### src/rtl/gate_test_pkg.sv
// rtl/gate_test_pkg.sv - shared state encoding and vector-order constants for the gate sweep
package gate_test_pkg;

  typedef enum logic [1:0] {
    ST_IDLE   = 2'd0,
    ST_SETTLE = 2'd1,
    ST_CHECK  = 2'd2,
    ST_FINISH = 2'd3
  } state_t;

  localparam logic [1:0] VEC_FIRST   = 2'b00;
  localparam logic [1:0] VEC_LAST    = 2'b11;
  localparam logic [7:0] ERR_CNT_MAX = 8'hFF;

  // Vectors are visited as {a,b} = 00, 01, 10, 11, i.e. a plain binary increment.
  function automatic logic [1:0] vec_next(input logic [1:0] i_vec);
    return i_vec + 2'd1;
  endfunction

endpackage

### src/rtl/gate_golden.sv
// rtl/gate_golden.sv - combinational reference outputs NOT(a), NAND(a,b), NOR(a,b)
module gate_golden (
  input  logic i_a,
  input  logic i_b,
  output logic o_exp_y0,
  output logic o_exp_y1,
  output logic o_exp_y2
);

  assign o_exp_y0 = ~i_a;
  assign o_exp_y1 = ~(i_a & i_b);
  assign o_exp_y2 = ~(i_a | i_b);

endmodule

### src/rtl/gate_sweep_sequencer.sv
// rtl/gate_sweep_sequencer.sv - sweeps all {a,b} vectors through a gate unit and scores its outputs
module gate_sweep_sequencer
  import gate_test_pkg::*;
#(
  parameter int SETTLE_CYCLES = 2,
  parameter int LOOPS         = 1
) (
  input  logic       clk,
  input  logic       rst,
  input  logic       start,
  output logic       gate_a,
  output logic       gate_b,
  input  logic       gate_y0,
  input  logic       gate_y1,
  input  logic       gate_y2,
  output logic       busy,
  output logic       done,
  output logic       pass,
  output logic [7:0] err_cnt,
  output logic [2:0] err_vec,
  output logic [1:0] fail_idx
);

  localparam logic [3:0] SETTLE_RELOAD = 4'(SETTLE_CYCLES - 1);
  localparam logic [7:0] LOOP_LAST     = 8'(LOOPS - 1);

  state_t     r_state;
  state_t     w_next_state;
  logic [1:0] r_idx;
  logic [7:0] r_loop;
  logic [3:0] r_settle;
  logic       r_gate_a;
  logic       r_gate_b;
  logic [7:0] r_err_cnt;
  logic [2:0] r_err_vec;
  logic [1:0] r_fail_idx;
  logic       r_pass;

  logic       w_exp_y0;
  logic       w_exp_y1;
  logic       w_exp_y2;
  logic [2:0] w_mismatch;
  logic       w_last_vec;
  logic       w_last_loop;

  gate_golden u_golden (
    .i_a      (r_gate_a),
    .i_b      (r_gate_b),
    .o_exp_y0 (w_exp_y0),
    .o_exp_y1 (w_exp_y1),
    .o_exp_y2 (w_exp_y2)
  );

  assign w_mismatch  = {gate_y2 ^ w_exp_y2, gate_y1 ^ w_exp_y1, gate_y0 ^ w_exp_y0};
  assign w_last_vec  = (r_idx == VEC_LAST);
  assign w_last_loop = (r_loop >= LOOP_LAST);

  always_ff @(posedge clk) begin
    if (rst) begin
      r_state <= ST_IDLE;
    end else begin
      r_state <= w_next_state;
    end
  end

  always_comb begin
    w_next_state = r_state;
    case (r_state)
      ST_IDLE:   if (start) w_next_state = ST_SETTLE;
      ST_SETTLE: if (r_settle == 4'd0) w_next_state = ST_CHECK;
      ST_CHECK:  w_next_state = (w_last_vec && w_last_loop) ? ST_FINISH : ST_SETTLE;
      ST_FINISH: w_next_state = ST_IDLE;
      default:   w_next_state = ST_IDLE;
    endcase
  end

  always_ff @(posedge clk) begin
    if (rst) begin
      r_idx      <= 2'd0;
      r_loop     <= 8'd0;
      r_settle   <= 4'd0;
      r_gate_a   <= 1'b0;
      r_gate_b   <= 1'b0;
      r_err_cnt  <= 8'd0;
      r_err_vec  <= 3'd0;
      r_fail_idx <= 2'd0;
      r_pass     <= 1'b0;
    end else begin
      case (r_state)
        ST_IDLE: begin
          if (start) begin
            r_idx                <= VEC_FIRST;
            r_loop               <= 8'd0;
            r_settle             <= SETTLE_RELOAD;
            {r_gate_a, r_gate_b} <= VEC_FIRST;
            r_err_cnt            <= 8'd0;
            r_err_vec            <= 3'd0;
            r_fail_idx           <= 2'd0;
            r_pass               <= 1'b0;
          end
        end
        ST_SETTLE: begin
          if (r_settle != 4'd0) r_settle <= r_settle - 4'd1;
        end
        ST_CHECK: begin
          // A zero count marks the first failure of the run; saturation never wraps back to zero.
          if (|w_mismatch) begin
            if (r_err_cnt != ERR_CNT_MAX) r_err_cnt <= r_err_cnt + 8'd1;
            r_err_vec <= r_err_vec | w_mismatch;
            if (r_err_cnt == 8'd0) r_fail_idx <= r_idx;
          end
          r_settle <= SETTLE_RELOAD;
          if (!w_last_vec) begin
            r_idx                <= vec_next(r_idx);
            {r_gate_a, r_gate_b} <= vec_next(r_idx);
          end else if (!w_last_loop) begin
            r_idx                <= VEC_FIRST;
            r_loop               <= r_loop + 8'd1;
            {r_gate_a, r_gate_b} <= VEC_FIRST;
          end else begin
            {r_gate_a, r_gate_b} <= 2'b00;
          end
        end
        ST_FINISH: begin
          r_pass <= (r_err_cnt == 8'd0);
        end
        default: begin
        end
      endcase
    end
  end

  assign gate_a   = r_gate_a;
  assign gate_b   = r_gate_b;
  assign busy     = (r_state == ST_SETTLE) || (r_state == ST_CHECK);
  assign done     = (r_state == ST_FINISH);
  assign pass     = r_pass;
  assign err_cnt  = r_err_cnt;
  assign err_vec  = r_err_vec;
  assign fail_idx = r_fail_idx;

endmodule
### config.mk
export PLATFORM = sky130hd
export DESIGN_NAME = gate_sweep_sequencer
export DESIGN_NICKNAME = d
export VERILOG_FILES = /design/src/rtl/gate_test_pkg.sv /design/src/rtl/gate_golden.sv /design/src/rtl/gate_sweep_sequencer.sv
export SDC_FILE = /design/constraint.sdc
export NUM_CORES = 1
export LEC_CHECK = 0
export CORE_ASPECT_RATIO = 0.8
export CORE_MARGIN = 1
export CORE_UTILIZATION = 50
export DETAILED_ROUTE_END_ITERATION = 8
export PLACE_DENSITY = 0.76
export SLEW_MARGIN = 20
export SYNTH_ARGS = -nofsm -noshare
export SYNTH_HDL_FRONTEND = slang
export SYNTH_SLANG_ARGS = --single-unit
### constraint.sdc
create_clock -name clk -period 2.2 [get_ports clk]
set_input_delay 0.44 -clock clk [delete_from_list [all_inputs] [get_ports clk]]
set_output_delay 0.44 -clock clk [all_outputs]
set_load 0.05 [all_outputs]
==> flow_summary.toml <==
[setup_path]
r2r.worst_path.cells = 8
worstSetupStartpoint = "err_cnt[7]$_SDFFE_PP0P_"
crit_chain = "clkdlybuf4s50_1"
startpoint_type = "flop"
cp_slowest_cell = "clkdlybuf4s50_1"
slowest_delay_ps = 860
crit_fanout = 7
reg2reg_to = "err_cnt[7]$_SDFFE_PP0P_"
setup.worst_path.end_class = "output port"
worst-path-buf-inv = 1
r2r_slack_ps = 310
crit_type = "flop to output port"
timing.rr.start = "r_state[0]$_SDFFE_PP0P_"
cpLargestDelayFamily = "buffers and inverters"
cp.arrival_ps = 1680
required_ps = 1760

[synthesis]
synthArstFlopShare_pct = 0
synth_compound_area_share_pct = 23.81
synth-edff-count = 0
synth_top_area_cell = "dfxtp_1"
yosys.area_share.simple_pct = 26.95
synthCells = 169
synth-adder-area-share_pct = 7.188
synth_area_mm2 = 0.001393
syn_area_per_cell_um2 = 8.240
synth_seq_area_share_pct = 34.50
synthXorXnorAreaFrac_pct = 3.145
syn_nets = 183
synth_top_area_share_pct = 34.50
synthMuxAreaShare_pct = 0
synth_top_family_by_area = "simple AND/OR/NAND/NOR gates"
synth_top_flop_cell = "dfxtp_1"
synth_area_leaders = "dfxtp_1 35%, ha_1 7.2%, nor2_1 5.7%, a21oi_1 4.3%, nor3_1 4.0%"
yosysUniqueCellTypes = 46
ys_seq_elements = 24
synth_warnings = 0

[clock_tree]
clk_pin_slew_ps = 140
clock_latency_ps = 320
cts_tree = "yes"
cts_sinks = 24
postCtsSetupBuffers = 0
cts_resized = 0
cts_inserted_buffers = 3
h-tree-depth = 1
cts_root_buf = "clkbuf_4"
clockBufferDepth = 2
hold_buffers = 0

[placement]
gp_congestion = 0.8558
place_area_mm2 = 0.001740
hpwlAfterDp_um = 2758
dpl.cell_count = 236
pre_cts_ws_ps = -18.38
numPortBuffers = 23

[detailed_routing]
drt-initial-drc-count = 111
vias = 1437
wire_per_inst_um = 15.02
vias_per_cell = 5.988
drc = 0
dr.pass1.iters = 4
drt-total-wl_um = 3604
ant_nets = 0

[final_layout]
layout_commonest_cell = "dfxtp_1"
fin_nets = 219
final_cell_mix = "24 x dfxtp_1, 21 x nor2_1, 19 x clkdlybuf4s50_1, 16 x buf_4, 13 x nand2_1"
num-fill-cells = 215
num_antenna_cells = 0
fin_cells = 240
final_cell_area_mm2 = 0.001798
area.growth.synth_to_final_pct = 29.11
drive_gt1_share_pct = 12.25

[job]
cap_violations = 0

[global_routing]
grt.overflow.total = 0
grt_use_total_pct = 26.37
grt_max_degree = 16
grt_pass1_wl_um = 6037
antenna_found_initial = 0
grt_pass1_vias = 1353

[floorplan]
die_h_um = 49.20
rows = 16
die-area_mm2 = 0.003001
io_pins = 24
die_width_um = 61.01
coreArea_mm2 = 0.002542
initial_core_util_pct = 54.77

[power_and_ir_drop]
power_uw = 1798
netSwitchingPower_uw = 765.7
p_int_uw = 1033
power_frac_clock_pct = 17.7
p_leak_uw = 0.0007003
ir_worst_vdd_mv = 0.7285
powerDensity_mw_per_mm2 = 1000
power_frac_comb_pct = 50.9
seq_power_share_pct = 31.4
swShare_pct = 42.58

[min_path]
holdPathStages = 2
min_from = "err_vec[2]$_SDFFE_PP0P_"
holdPathEnd = "err_vec[2]$_SDFFE_PP0P_"
min_path_type = "flop to flop"

[timing]
post-route-min-period_ps = 2119
finalMaxSlewViolations = 0
finalHoldViolCount = 0
relSlewSlack_pct = 66.48
worstMarginPinSlew_ps = 498.5
setup_viol = 0
max_freq_mhz = 471.9
grt_setup_unrepaired = "no"
setup_slack_ps = 80.81
fin_setup_tns_ps = 0
skew_ps = 17.36
fin_crit_sh_pct = 96.33

[run_status]
status = "complete, no violations"
worst max path at each step:
| stage | slack, ps | cells after the start | endpoint |
|---|---|---|---|
| after floorplan | 170 | 6 | err_cnt[0]$_SDFFE_PP0P_ |
| after global placement | 30 | 6 | err_cnt[0]$_SDFFE_PP0P_ |
| after detailed placement | -20 | 6 | err_cnt[0]$_SDFFE_PP0P_ |
| after CTS | 30 | 1 | err_cnt[2] |
| after global routing | 10 | 1 | err_cnt[4] |
| final | 80 | 1 | err_cnt[7] |
area by class of cell:
cell class / instances / area (um^2) / area share [%]
Multi-Input combinational cell: 130 / 850.8 / 47.32
Sequential cell: 24 / 480.5 / 26.72
Timing Repair Buffer: 37 / 335.3 / 18.65
Tap cell: 36 / 45.04 / 2.505
Inverter: 9 / 33.78 / 1.879
Clock inverter: 1 / 30.03 / 1.670
Clock buffer: 3 / 22.52 / 1.253
layer usage:
metal  vias to the layer above  global-route usage (%)  wire [um]
met3                         0                   5.836        279
met4                         0                   4.924          0
met5                         -                       0          0
met1                       661                   36.17       1680
li1                        704                       -          -
met2                        72                   42.31       1644
cells by family (layout without fill, tap and decap cells):
family                     after synthesis  count (layout)
DFF                                     24              24
xor gates and xnor gates                 5               5
AOI/OAI and AO/OA                       47              47
adders and majority gates                8               8
and+or+nand+nor                         70              70
buffers and inverters                   15              50
synth_stat cells, types with 2 or more instances:
master / instances
a211oi_1: 2
a21oi_1: 12
a22oi_1: 2
a31oi_1: 6
a32o_1: 2
a32oi_1: 2
clkbuf_1: 3
dfxtp_1: 24
ha_1: 8
inv_1: 9
nand2_1: 13
nand2b_1: 2
nand3_1: 5
nand4_1: 5
nor2_1: 21
nor2b_1: 2
nor3_1: 11
nor3b_1: 2
o21a_1: 2
o21ai_0: 5
o221ai_1: 2
o311ai_0: 2
xor2_1: 4
registers in the layout, summed over array words and instances, names as in the netlist:
signal	count
fail_idx	2
pass	1
gate_b	1
gate_a	1
err_cnt	8
err_vec	3
r_state	2
r_idx	2
r_settle	4
through the flow:
stage | hold WS, ps | util [%]
6_report | 488.6 | 70.72
5_1_grt | 520.8 | 70.72
4_1_cts | 494.3 | 70.52
3_5_place_dp | 458.5 | 68.45
3_3_place_gp | 454.1 | 68.45
2_1_floorplan | 480.0 | -
power by group through the flow:
stage,Clock [uW],Sequential [uW],Combinational [uW]
finish,318,565,915
global route,344,573,996
CTS,325,564,911
detailed placement,0,574,905
global placement,0,566,869
floorplan,0,635,539
(Power assumes the default switching activity.)
